==> config.mk <==
export PLATFORM = sky130hd
export DESIGN_NAME = ram_arbiter
export DESIGN_NICKNAME = d
export VERILOG_FILES = /design/src/rtl/ram_arbiter.sv
export SDC_FILE = /design/constraint.sdc
export NUM_CORES = 1
export LEC_CHECK = 0
export ABC_AREA = 1
export BUFFER_PORTS_ARGS = -buffer_cell sky130_fd_sc_hd__buf_2
export CORE_AREA = 2 2 132 134
export CTS_CLUSTER_DIAMETER = 100
export DETAILED_ROUTE_END_ITERATION = 10
export DIE_AREA = 0 0 134 136
export PLACE_DENSITY = 0.79
export SYNTH_ARGS = -nofsm -noshare
export SYNTH_HDL_FRONTEND = slang
export SYNTH_SLANG_ARGS = --single-unit
==> constraint.sdc <==
create_clock -name Clock_i -period 9.65 [get_ports Clock_i]
set_input_delay 1.4475 -clock Clock_i [delete_from_list [all_inputs] [get_ports Clock_i]]
set_output_delay 1.4475 -clock Clock_i [all_outputs]
set_load 0.05 [all_outputs]
==> src/rtl/ram_arbiter.sv <==
`default_nettype none
// ============================================================================
//  Module      : ram_arbiter
//  Description : Shares the single-port main RAM between the SD loader
//                (write), the CPU data port (read/write) and the CPU
//                instruction port (read). Fixed priority Ldr > Dat > Instr.
//                Data accesses outside the RAM window ([31:29] != 0) finish
//                locally. A watchdog aborts RAM accesses that never finish.
//  Revision    : 1.0 - initial release
// ============================================================================
module ram_arbiter #(
   parameter int unsigned AW      = 32,
   parameter int unsigned DW      = 32,
   parameter int unsigned TIMEOUT = 255
) (
   input  logic          Clock_i,
   input  logic          Reset_i,
   // SD loader
   input  logic          LdrReq_i,
   input  logic [AW-1:0] LdrAdresse_i,
   input  logic [DW-1:0] LdrDaten_i,
   output logic          LdrFertig_o,
   // CPU instruction port
   input  logic          InstrReq_i,
   input  logic [AW-1:0] InstrAdresse_i,
   output logic [DW-1:0] InstrDaten_o,
   output logic          InstrGeladen_o,
   // CPU data port
   input  logic          DatLesen_i,
   input  logic          DatSchreiben_i,
   input  logic [AW-1:0] DatAdresse_i,
   input  logic [DW-1:0] DatRein_i,
   output logic [DW-1:0] DatRaus_o,
   output logic          DatGeladen_o,
   output logic          DatGespeichert_o,
   // RAM side
   output logic          RamLesenAn_o,
   output logic          RamSchreibenAn_o,
   output logic [AW-1:0] RamAdresse_o,
   output logic [DW-1:0] RamDatenRein_o,
   input  logic [DW-1:0] RamDatenRaus_i,
   input  logic          RamDatenBereit_i,
   input  logic          RamDatenGeschrieben_i,
   // Status
   output logic          Busy_o,
   output logic          Fehler_o
);

   typedef enum logic [1:0] {S_IDLE, S_ACCESS, S_DONE} state_t;
   typedef enum logic [1:0] {G_NONE, G_LDR, G_DAT, G_INSTR} grant_t;

   // Watchdog value at which the current ACCESS cycle is the last allowed one
   localparam logic [7:0] c_WD_LIMIT = 8'(TIMEOUT - 1);

   state_t        state_q;
   grant_t        grant_q;
   logic          op_wr_q;
   logic [7:0]    wd_q;
   logic          ldr_fertig_q;
   logic          instr_geladen_q;
   logic          dat_geladen_q;
   logic          dat_gespeichert_q;
   logic          ram_lesen_q;
   logic          ram_schreiben_q;
   logic [AW-1:0] ram_adresse_q;
   logic [DW-1:0] ram_daten_q;
   logic [DW-1:0] instr_daten_q;
   logic [DW-1:0] dat_raus_q;
   logic          fehler_q;

   logic          w_dat_periph;
   logic          w_ram_ack;
   logic          w_wd_expired;
   logic [DW-1:0] w_rdata;

   // Top three address bits select peripherals/framebuffer instead of RAM
   assign w_dat_periph = (DatAdresse_i[AW-1 -: 3] != 3'b000);
   // Only the completion matching the pending operation counts
   assign w_ram_ack    = op_wr_q ? RamDatenGeschrieben_i : RamDatenBereit_i;
   assign w_wd_expired = (wd_q == c_WD_LIMIT);
   // An aborted read hands back zero rather than whatever the bus shows
   assign w_rdata      = w_ram_ack ? RamDatenRaus_i : '0;

   // Arbitration FSM with all outputs registered
   always_ff @(posedge Clock_i or posedge Reset_i) begin
      if (Reset_i) begin
         state_q           <= S_IDLE;
         grant_q           <= G_NONE;
         op_wr_q           <= 1'b0;
         wd_q              <= '0;
         ldr_fertig_q      <= 1'b0;
         instr_geladen_q   <= 1'b0;
         dat_geladen_q     <= 1'b0;
         dat_gespeichert_q <= 1'b0;
         ram_lesen_q       <= 1'b0;
         ram_schreiben_q   <= 1'b0;
         ram_adresse_q     <= '0;
         ram_daten_q       <= '0;
         instr_daten_q     <= '0;
         dat_raus_q        <= '0;
         fehler_q          <= 1'b0;
      end else begin
         // Done pulses last exactly one cycle
         ldr_fertig_q      <= 1'b0;
         instr_geladen_q   <= 1'b0;
         dat_geladen_q     <= 1'b0;
         dat_gespeichert_q <= 1'b0;
         case (state_q)
            S_IDLE: begin
               if (LdrReq_i) begin
                  grant_q         <= G_LDR;
                  op_wr_q         <= 1'b1;
                  ram_adresse_q   <= LdrAdresse_i;
                  ram_daten_q     <= LdrDaten_i;
                  ram_schreiben_q <= 1'b1;
                  state_q         <= S_ACCESS;
               end else if (DatLesen_i || DatSchreiben_i) begin
                  grant_q       <= G_DAT;
                  op_wr_q       <= DatSchreiben_i;
                  ram_adresse_q <= DatAdresse_i;
                  if (DatSchreiben_i) begin
                     ram_daten_q <= DatRein_i;
                  end
                  if (w_dat_periph) begin
                     // Completed locally: pulse in the following cycle
                     state_q <= S_DONE;
                     if (DatSchreiben_i) begin
                        dat_gespeichert_q <= 1'b1;
                     end else begin
                        dat_geladen_q <= 1'b1;
                        dat_raus_q    <= '0;
                     end
                  end else begin
                     ram_schreiben_q <= DatSchreiben_i;
                     ram_lesen_q     <= ~DatSchreiben_i;
                     state_q         <= S_ACCESS;
                  end
               end else if (InstrReq_i) begin
                  grant_q       <= G_INSTR;
                  op_wr_q       <= 1'b0;
                  ram_adresse_q <= InstrAdresse_i;
                  ram_lesen_q   <= 1'b1;
                  state_q       <= S_ACCESS;
               end
            end
            S_ACCESS: begin
               wd_q <= wd_q + 8'd1;
               if (w_ram_ack || w_wd_expired) begin
                  ram_lesen_q     <= 1'b0;
                  ram_schreiben_q <= 1'b0;
                  state_q         <= S_DONE;
                  if (!w_ram_ack) begin
                     fehler_q <= 1'b1;
                  end
                  case (grant_q)
                     G_LDR: ldr_fertig_q <= 1'b1;
                     G_DAT: begin
                        if (op_wr_q) begin
                           dat_gespeichert_q <= 1'b1;
                        end else begin
                           dat_geladen_q <= 1'b1;
                           dat_raus_q    <= w_rdata;
                        end
                     end
                     G_INSTR: begin
                        instr_geladen_q <= 1'b1;
                        instr_daten_q   <= w_rdata;
                     end
                     default: ;
                  endcase
               end
            end
            S_DONE: begin
               grant_q <= G_NONE;
               wd_q    <= '0;
               state_q <= S_IDLE;
            end
            default: state_q <= S_IDLE;
         endcase
      end
   end

   assign LdrFertig_o      = ldr_fertig_q;
   assign InstrGeladen_o   = instr_geladen_q;
   assign InstrDaten_o     = instr_daten_q;
   assign DatGeladen_o     = dat_geladen_q;
   assign DatGespeichert_o = dat_gespeichert_q;
   assign DatRaus_o        = dat_raus_q;
   assign RamLesenAn_o     = ram_lesen_q;
   assign RamSchreibenAn_o = ram_schreiben_q;
   assign RamAdresse_o     = ram_adresse_q;
   assign RamDatenRein_o   = ram_daten_q;
   assign Busy_o           = (state_q != S_IDLE);
   assign Fehler_o         = fehler_q;

endmodule
`default_nettype wire
==> results.yml, run 1 <==
cts:
  worstSkewPairLatency_ps: 420
  clockBufferDepth: 2
  post-cts-setup-buffers: 0
  cts-root-buf: "clkbuf_16"
  cts.sinks: 148
  cts_tree: "built"
  cts_resized: 0
  clkTransAtPathRegs_ps: 60
  htreeDepth: 4
  cts_hold_buffers: 0
  numCtsBuffers: 17
floorplanning:
  rows: 48
  start_util_pct: 41.16
  die_h_um: 136
  die_w_um: 134
  dieArea_mm2: 0.01822
  ios: 336
  core_area_mm2: 0.01688
critical_path:
  reg2reg_from: "state_q[1]$_DFFE_PP0P_"
  required_ps: 9940
  end_kind: "flip-flop"
  crit_arrival_ps: 3990
  crit_start: "LdrReq_i"
  critical_path_class: "input port to flip-flop"
  start_kind: "input port"
  rrSetupSlack_ps: 6460
  cp_max_fo: 68
logic_synthesis:
  ys_seq_elements: 148
  async_flop_share_pct: 100.0
  yosysTopAreaCell: "dfrtp_1"
  synth.distinct_cells: 30
  synth_nets: 1108
  ys.flop_type: "dfrtp_1"
  synthTopCellsByArea: "dfrtp_1 (53%), nand2_1 (22%), nand3_1 (5.3%), nor2_1 (4.3%), a31oi_1 (2.9%)"
  synth_top_area_share_pct: 53.31
  yosysSeqAreaShare_pct: 53.31
  synthesis.instances: 903
  synth_edf_count: 0
  syn-cell-area_mm2: 0.006947
  ys_warn_count: 0
  postSynthAreaPerCell_um2: 7.693
routing:
  avgViaCountPerCell: 4.844
  wl_per_cell_um: 14.09
  drt-total-wl_um: 20440
  first_iter_violations: 348
  drt-pass1-iter-count: 5
  via_count: 7028
  ant_nets: 0
  drc: 0
global_route:
  antenna_found_initial: 4
  grt_pass1_wl_um: 32090
  grt_max_degree: 88
  first_global_vias: 6489
  grt_overflow_total: 0
  grt_util_all_layers_pct: 22.41
hold_path:
  hold_class: "flip-flop to flip-flop"
  hold_path.startpoint: "Fehler_o$_DFFE_PP0P_"
sta:
  max_freq_mhz: 270.8
  final.period_utilization_pct: 38.27
  setup_slack_ps: 5957
  hold_viol_final: 0
  slew_viol_final: 0
  holdWs_ps: 460.8
  maxSlewHeadroom_pct: 35.01
  setup_viol: 0
  worstMarginPinSlew_ps: 968.8
  rsz0062_at_grt: "false"
  fin_tns_setup_ps: 0
  post-route-min-period_ps: 3693
  fin_skew_ps: 10.82
power_and_ir_drop:
  p_switching_mw: 1.956
  p_seq_share_pct: 28.2
  vdd_ir_drop_max_mv: 0.2149
  internal_power_mw: 1.733
  swShare_pct: 53.03
  p_comb_share_pct: 53.5
  p_clk_share_pct: 18.3
  powerDensity_mw_per_mm2: 395.0
  leakage_nw: 5.219
place:
  gp_congestion: 0.8583
  place_hpwl_um: 14840
  placement.io_buffers: 335
  pre_cts_ws_ps: 5480
layout:
  synthToLayoutAreaGrowth_pct: 34.44
  nets: 1416
  nFillCells: 1592
  drive_above_1_share_pct: 31.89
  post-route-util_pct: 55.34
status:
  status: "completed"
run:
  cap_violations: 0
cells in the final DEF, fill, tap and decap left out, drive strengths merged:
master,netlist,final
o21ai,42,42
diode,0,3
nand3,74,74
buf,39,342
a21oi,11,11
inv,25,26
a21boi,1,1
a31oi,32,32
nand2,415,415
o22ai,2,2
clkbuf,14,19
a31o,1,1
nor3,4,4
dfrtp,148,148
o21bai,1,1
nand4,2,2
ha,5,5
o21a,1,1
xor2,1,1
clkinvlp,0,3
bufinv,0,3
clkinv,1,6
nor2,84,84
logic make-up after synthesis:
| logic type | count (synthesis) | share of synthesized area (%) |
|---|---|---|
| xor+xnor | 1 | 0.1261 |
| fa+ha+maj | 5 | 0.9006 |
| simple gates | 579 | 33.05 |
| flops | 148 | 53.31 |
| compound gates | 91 | 7.601 |
| buf+inv | 79 | 5.007 |
metal layers:
metal,GRT usage (%),up-vias,part of all wire (%)
met4,9.456,0,3.2
met5,0,-,0
met1,27.21,3187,41
met3,6.189,36,7.5
li1,-,3510,-
met2,37.66,295,48
critical path: stages:
cell and delay [ps]:
buf_2 90, buf_4 320, nor2_4 690, nand2_1 210, a21oi_2 170, buf_4 340
nand2_2 420, nand2_1 190, nand2_1 60
power groups by stage:
stage	Clock [mW]	Sequential (mW)	Combinational (mW)
5_1_grt	0.722	1.07	2.11
3_5_place_dp	0	1.05	1.99
2_1_floorplan	0	1.92	0.618
6_report	0.676	1.04	1.97
3_3_place_gp	0	1.04	1.96
4_1_cts	0.691	1.04	1.99
worst paths after layout:
| path | endpoint | cells after the start |
|---|---|---|
| worst max-delay path | DatRaus_o[28]$_DFFE_PP0P_ | 9 |
| worst min-delay path | Fehler_o$_DFFE_PP0P_ | 1 |
| worst max register to register | DatRaus_o[28]$_DFFE_PP0P_ | 8 |
| worst min register to register | Fehler_o$_DFFE_PP0P_ | 1 |
| max in group asynchronous | InstrDaten_o[28]$_DFFE_PP0P_ | 3 |
| min in group asynchronous | InstrDaten_o[5]$_DFFE_PP0P_ | 2 |
layout make-up:
class	count	area (um^2)	share of cell area (%)
clock inverter	12	153.9	1.648
tap	225	281.5	3.014
multi-input combinational	676	2908	31.14
antenna	3	7.507	0.08039
timing repair buffer	342	1729	18.52
clock buffer	19	452.9	4.850
inverter	26	102.6	1.099
sequential	148	3704	39.66
cells in the mapped netlist (4+ instances only):
library cell and number:
nand2_1 413, dfrtp_1 148, nor2_1 80, nand3_1 74
a31oi_1 32, buf_2 32, o21ai_1 23, inv_1 21
o21ai_0 18, clkbuf_1 14, a21oi_1 9, ha_1 5
buf_1 4, inv_2 4, nor3_1 4
flip-flops by register name (all words and copies together), names as in the netlist, 2 cells and up:
signal and cells:
RamDatenRein_o 32, grant_q 2, InstrDaten_o 32, wd_q 8, state_q 2, RamAdresse_o 32
DatRaus_o 32
per-stage QoR:
step           power (mW)  instance area, um^2  std cells
2_1_floorplan       2.540                 6947        903
5_1_grt             3.904                 9334       1449
4_1_cts             3.720                 9331       1448
3_3_place_gp        2.999                 8725       1417
3_5_place_dp        3.035                 8725       1417
6_report            3.689                 9339       1451
Note: power is estimated with default switching activity, not from simulation.
==> inputs of run 2 (changes only) <==
Settings changed: CORE_AREA 2 2 132 134 to 2 2 129 131, DIE_AREA 0 0 134 136 to 0 0 131 133, PLACE_DENSITY 0.79 to 0.82.
Clock period 9.65 ns to 3.8 ns, I/O delays scaled along.
==> run 2 against run 1 <==
Via count is 1.6% higher. Setup slack worse by 4900 ps. Largest cell class unchanged. Die area is 4.4% lower. Register-to-register slack worse by 5400 ps. Clock skew is 1.1 ps lower.
==> results.yml, run 2 (synthesized netlist as in run 1, its figures left out) <==
cts:
  cts_resized: 0
  worstSkewPairLatency_ps: 410
  clkTransAtPathRegs_ps: 60
  numCtsBuffers: 17
  cts_hold_buffers: 0
  cts-root-buf: "clkbuf_16"
  clockBufferDepth: 2
  htreeDepth: 4
  cts.sinks: 148
  cts_tree: "built"
  post-cts-setup-buffers: 0
routing:
  met2WireLength_um: 10350
  ant_nets: 0
  drt-pass1-iter-count: 7
  wl_per_cell_um: 14.48
  wl_met3_um: 1602
  top_layer_used: "met4"
  first_iter_violations: 473
  wl_met1_um: 8459
  via_count: 7140
  drt-total-wl_um: 20980
  avgViaCountPerCell: 4.928
  drc: 0
status:
  status: "completed"
floorplanning:
  die_w_um: 131
  dieArea_mm2: 0.01742
  die_h_um: 133
  ios: 336
  rows: 47
  core_area_mm2: 0.01617
  start_util_pct: 42.96
critical_path:
  ff2ff_path_depth: 8
  r2r-end: "DatRaus_o[5]$_DFFE_PP0P_"
  cpLargestDelayFamily: "simple AND/OR/NAND/NOR gates"
  required_ps: 4100
  start_kind: "flip-flop"
  cp_max_fo: 33
  crit_arrival_ps: 3040
  critical_path_class: "flip-flop to flip-flop"
  rrSetupSlack_ps: 1060
  end_kind: "flip-flop"
  cpMostUsedCell: "nand2_1"
  path_cells: "inv_1 > ha_1 > nand2_1 > nand3_1 > a21oi_4 > nand2_2 > nand2_1 > nand2_1"
  path_depth: 8
  critPathSlowestCell: "a21oi_4"
  reg2reg_from: "state_q[0]$_DFFE_PP0P_"
  slowest_delay_ps: 680
  worst-path-buf-inv: 1
power_and_ir_drop:
  leakage_nw: 5.204
  vdd_ir_drop_max_mv: 0.4706
  powerDensity_mw_per_mm2: 996.1
global_route:
  grt_max_degree: 149
  antenna_found_initial: 1
  grt_pass1_wl_um: 33090
  grt_overflow_total: 0
  first_global_vias: 6649
  grt_util_all_layers_pct: 24.42
sta:
  worstMarginPinSlew_ps: 865.9
  hold_viol_final: 0
  post-route-min-period_ps: 2740
  final.period_utilization_pct: 72.10
  fin_tns_setup_ps: 0
  maxSlewHeadroom_pct: 42.14
  max_freq_mhz: 365.0
  setup_slack_ps: 1060
  rsz0062_at_grt: "false"
  slew_viol_final: 0
  setup_viol: 0
  fin_skew_ps: 9.766
  holdWs_ps: 356.3
place:
  gp_congestion: 0.8444
  placement.io_buffers: 335
  pre_cts_ws_ps: 1030
  place_hpwl_um: 15260
layout:
  nFillCells: 1477
  nets: 1420
  synthToLayoutAreaGrowth_pct: 34.22
  drive_above_1_share_pct: 31.92
  final_cell_mix: "nand2_1 (413), buf_2 (335), dfrtp_1 (148)"
  final_common_cell: "nand2_1"
hold_path:
  hold_class: "input port to async pin"
run:
  cap_violations: 0
run 2: worst reg2reg max path: cells and delay by family, from the launching register on:
| family | cells | cell delay [ps] |
|---|---|---|
| simple gates | 5 | 1180 |
| compound gates | 1 | 680 |
| flops | 1 | 370 |
| buf+inv | 1 | 70 |
| fa+ha+maj | 1 | 340 |
run 2: metal layers:
layer  GRT usage (%)  vias to the layer above
met4           9.220                        0
met3           5.297                       41
li1                -                     3505
met2           41.19                      334
met1           30.46                     3260
met5               0                        -
run 2: area by class of cell:
type / instances / area, um^2 / share of cell area (%)
timing repair buffer: 346 / 1772 / 19.00
clock buffer: 21 / 450.4 / 4.831
multi-input combinational: 676 / 2915 / 31.27
sequential: 148 / 3704 / 39.72
antenna: 1 / 2.502 / 0.02684
inverter: 26 / 101.3 / 1.087
clock inverter: 11 / 103.9 / 1.114
tap: 220 / 275.3 / 2.952
run 2: how the worst max path moves through the flow:
stage,endpoint,slack [ps],start
after global routing,DatRaus_o[1]$_DFFE_PP0P_,790,state_q[0]$_DFFE_PP0P_
after floorplan,DatGeladen_o$_DFF_PP0_,1370,Reset_i
after detailed placement,DatRaus_o[21]$_DFFE_PP0P_,1030,DatAdresse_i[30]
after CTS,DatRaus_o[5]$_DFFE_PP0P_,1070,state_q[0]$_DFFE_PP0P_
after global placement,DatRaus_o[13]$_DFFE_PP0P_,1110,DatAdresse_i[30]
final,DatRaus_o[5]$_DFFE_PP0P_,1060,state_q[0]$_DFFE_PP0P_
run 2: power by group:
part           internal [mW]  switching, mW  total [mW]
combinational           1.09           3.98        5.07
sequential              2.27          0.378        2.64
clock                  0.919          0.657        1.58
total                   4.27           5.01        9.29
run 2: through the flow:
step	area (um^2)	total power [mW]	utilization [%]	std cells
floorplan	6950	6.452	-	903
global placement	8767	7.651	54.21	1416
detailed placement	8767	7.751	54.21	1416
CTS	9321	9.348	57.64	1448
global route	9321	9.856	57.64	1448
finish	9324	9.287	57.66	1449
==> inputs of run 3 (changes only) <==
Settings changed: ABC_AREA 1 to 0.
Clock period 3.8 ns to 2.84 ns, I/O delays scaled along.
==> run 3 against run 2 <==
Via count down 18%. Final cell count is 17% lower. Combinational power increased by 37%. Sequential power grew 39%. Register-to-register slack worse by 590 ps. Count of clock-buffer cells in the layout decreased by 4. Maximum frequency rose by 16%.
==> results.yml, run 3 <==
logic_synthesis:
  yosysSeqAreaShare_pct: 53.26
  syn-cell-area_mm2: 0.006954
  async_flop_share_pct: 100.0
  ys_warn_count: 0
  ys_seq_elements: 148
  synth_most_common_cell: "dfrtp_1"
  ys.flop_type: "dfrtp_1"
  synth.distinct_cells: 40
  synthesis.instances: 639
  synthTopCellsByArea: "dfrtp_1 (53%), mux2i_1 (14%), nand2_1 (5.6%), mux2_2 (5.3%), o21ai_0 (5.1%)"
  yosysTopAreaCell: "dfrtp_1"
  synth_edf_count: 0
  synth_nets: 844
  synth_top_area_share_pct: 53.26
  synth_common_cells: "dfrtp_1 (148), nand2_1 (103), mux2i_1 (99)"
  postSynthAreaPerCell_um2: 10.88
floorplanning:
  rows: 47
  start_util_pct: 43.00
  die_w_um: 131
  ios: 336
  dieArea_mm2: 0.01742
  core_area_mm2: 0.01617
  die_h_um: 133
sta:
  maxSlewHeadroom_pct: 42.85
  max_freq_mhz: 422.3
  final.period_utilization_pct: 83.38
  slew_viol_final: 0
  setup_viol: 0
  worstMarginPinSlew_ps: 854.1
  post-route-min-period_ps: 2368
  rsz0062_at_grt: "false"
  hold_viol_final: 0
  fin_skew_ps: 15.36
  fin_tns_setup_ps: 0
cts:
  clkTransAtPathRegs_ps: 70
  cts_tree: "built"
  htreeDepth: 4
  numCtsBuffers: 17
  clockBufferDepth: 2
  cts.sinks: 148
  worstSkewPairLatency_ps: 420
  cts-root-buf: "clkbuf_16"
run:
  cap_violations: 0
routing:
  ant_nets: 0
  first_iter_violations: 203
  via_count: 5889
  drc: 0
  drt-total-wl_um: 18480
  avgViaCountPerCell: 4.908
  drt-pass1-iter-count: 5
  wl_per_cell_um: 15.40
layout:
  drive_above_1_share_pct: 43.57
  synthToLayoutAreaGrowth_pct: 36.76
  fin_area_mm2: 0.009510
  nFillCells: 1374
  final_cell_mix: "buf_2 (334), dfrtp_1 (148), nand2_1 (103)"
  final_common_cell: "buf_2"
  nets: 1172
  antenna_cells: 0
global_route:
  first_global_vias: 5713
  antenna_found_initial: 0
  grt-busiest-layer: "met2"
  grt_max_degree: 97
  grt_util_all_layers_pct: 21.23
  grt_overflow_total: 0
  use_met1_pct: 24.19
  groute.layer.met3.usage_pct: 4.448
  met2_usage_pct: 37.59
  grt_pass1_wl_um: 28600
place:
  placed_area_mm2: 0.008897
  place_hpwl_um: 14170
  placement.io_buffers: 335
  gp_congestion: 0.8639
critical_path:
  cp_max_fo: 32
  start_kind: "flip-flop"
  end_kind: "flip-flop"
  rrSetupSlack_ps: 470
  critical_path_class: "flip-flop to flip-flop"
  crit_arrival_ps: 2700
  required_ps: 3170
power_and_ir_drop:
  leakage_nw: 4.906
  vdd_ir_drop_max_mv: 0.6925
  powerDensity_mw_per_mm2: 1356
hold_path:
  hold_class: "input port to flip-flop"
status:
  status: "completed"
run 3: layout make-up:
class	count	area [um^2]	share of cell area (%)
Sequential cell	148	3704	38.94
Multi-Input combinational cell	408	2923	30.73
Inverter	42	161.4	1.697
Tap cell	220	275.3	2.894
Timing Repair Buffer	350	1844	19.39
Clock buffer	17	425.4	4.473
Clock inverter	15	177.7	1.868
run 3: power breakdown:
part / internal, mW / switching [mW]
registers: 3.10 / 0.570
logic: 1.84 / 5.09
clock network: 1.27 / 1.02
run 3: kinds of logic after synthesis:
logic type                 Yosys count  synth area share (%)
DFF                                148                 53.26
and+or+nand+nor                    139                 8.330
muxes                              132                 19.59
AOI/OAI and AO/OA                  129                 12.52
buffers and inverters               83                 5.020
adders and majority gates            5                0.8996
xor gates and xnor gates             3                0.3779
run 3: metal layers:
metal  up-vias  wire (um)
met5         -          0
li1       2874          -
met3        34       1163
met2       250       9636
met4         0        507
met1      2731       7172
run 3: path summary, 6_finish.rpt:
| kind | endpoint | depth (start not counted) | startpoint |
|---|---|---|---|
| max in group asynchronous | op_wr_q$_DFFE_PP0P_ | 4 | Reset_i |
| setup / recovery | DatRaus_o[17]$_DFFE_PP0P_ | 6 | state_q[0]$_DFFE_PP0P_ |
| setup reg to reg | DatRaus_o[17]$_DFFE_PP0P_ | 6 | state_q[0]$_DFFE_PP0P_ |
| hold reg to reg | RamDatenRein_o[19]$_DFFE_PP0P_ | 2 | RamDatenRein_o[19]$_DFFE_PP0P_ |
| hold / removal | InstrDaten_o[9]$_DFFE_PP0P_ | 2 | RamDatenRaus_i[9] |
| min in group asynchronous | RamDatenRein_o[30]$_DFFE_PP0P_ | 3 | Reset_i |
run 3: worst max-delay path, stage by stage, from the launching register on:
cell       delay (ps)
dfrtp_1           380
inv_1             100
ha_1              530
nor2_1            220
a2111oi_4         240
buf_4             510
mux2i_1           270
run 3: metrics by stage:
step                      std cells  hold WS (ps)  utilization (%)  power [mW]  worst slack, ps
after CTS                      1200         214.2            58.81       13.01            472.5
after detailed placement       1167         428.0            55.02       10.69            487.7
after floorplan                 639         497.4                -       8.959            553.0
after global placement         1167         422.5            55.02       10.52            649.2
after global routing           1200         223.2            58.81       13.57            315.1
final                          1200         231.9            58.81       12.90            472.1
run 3: timing repair:
item	in CTS	in global routing
gates resized for setup	0	0
hold buffers	1	0
buffers inserted	0	0
hold endpoints to repair	12	0
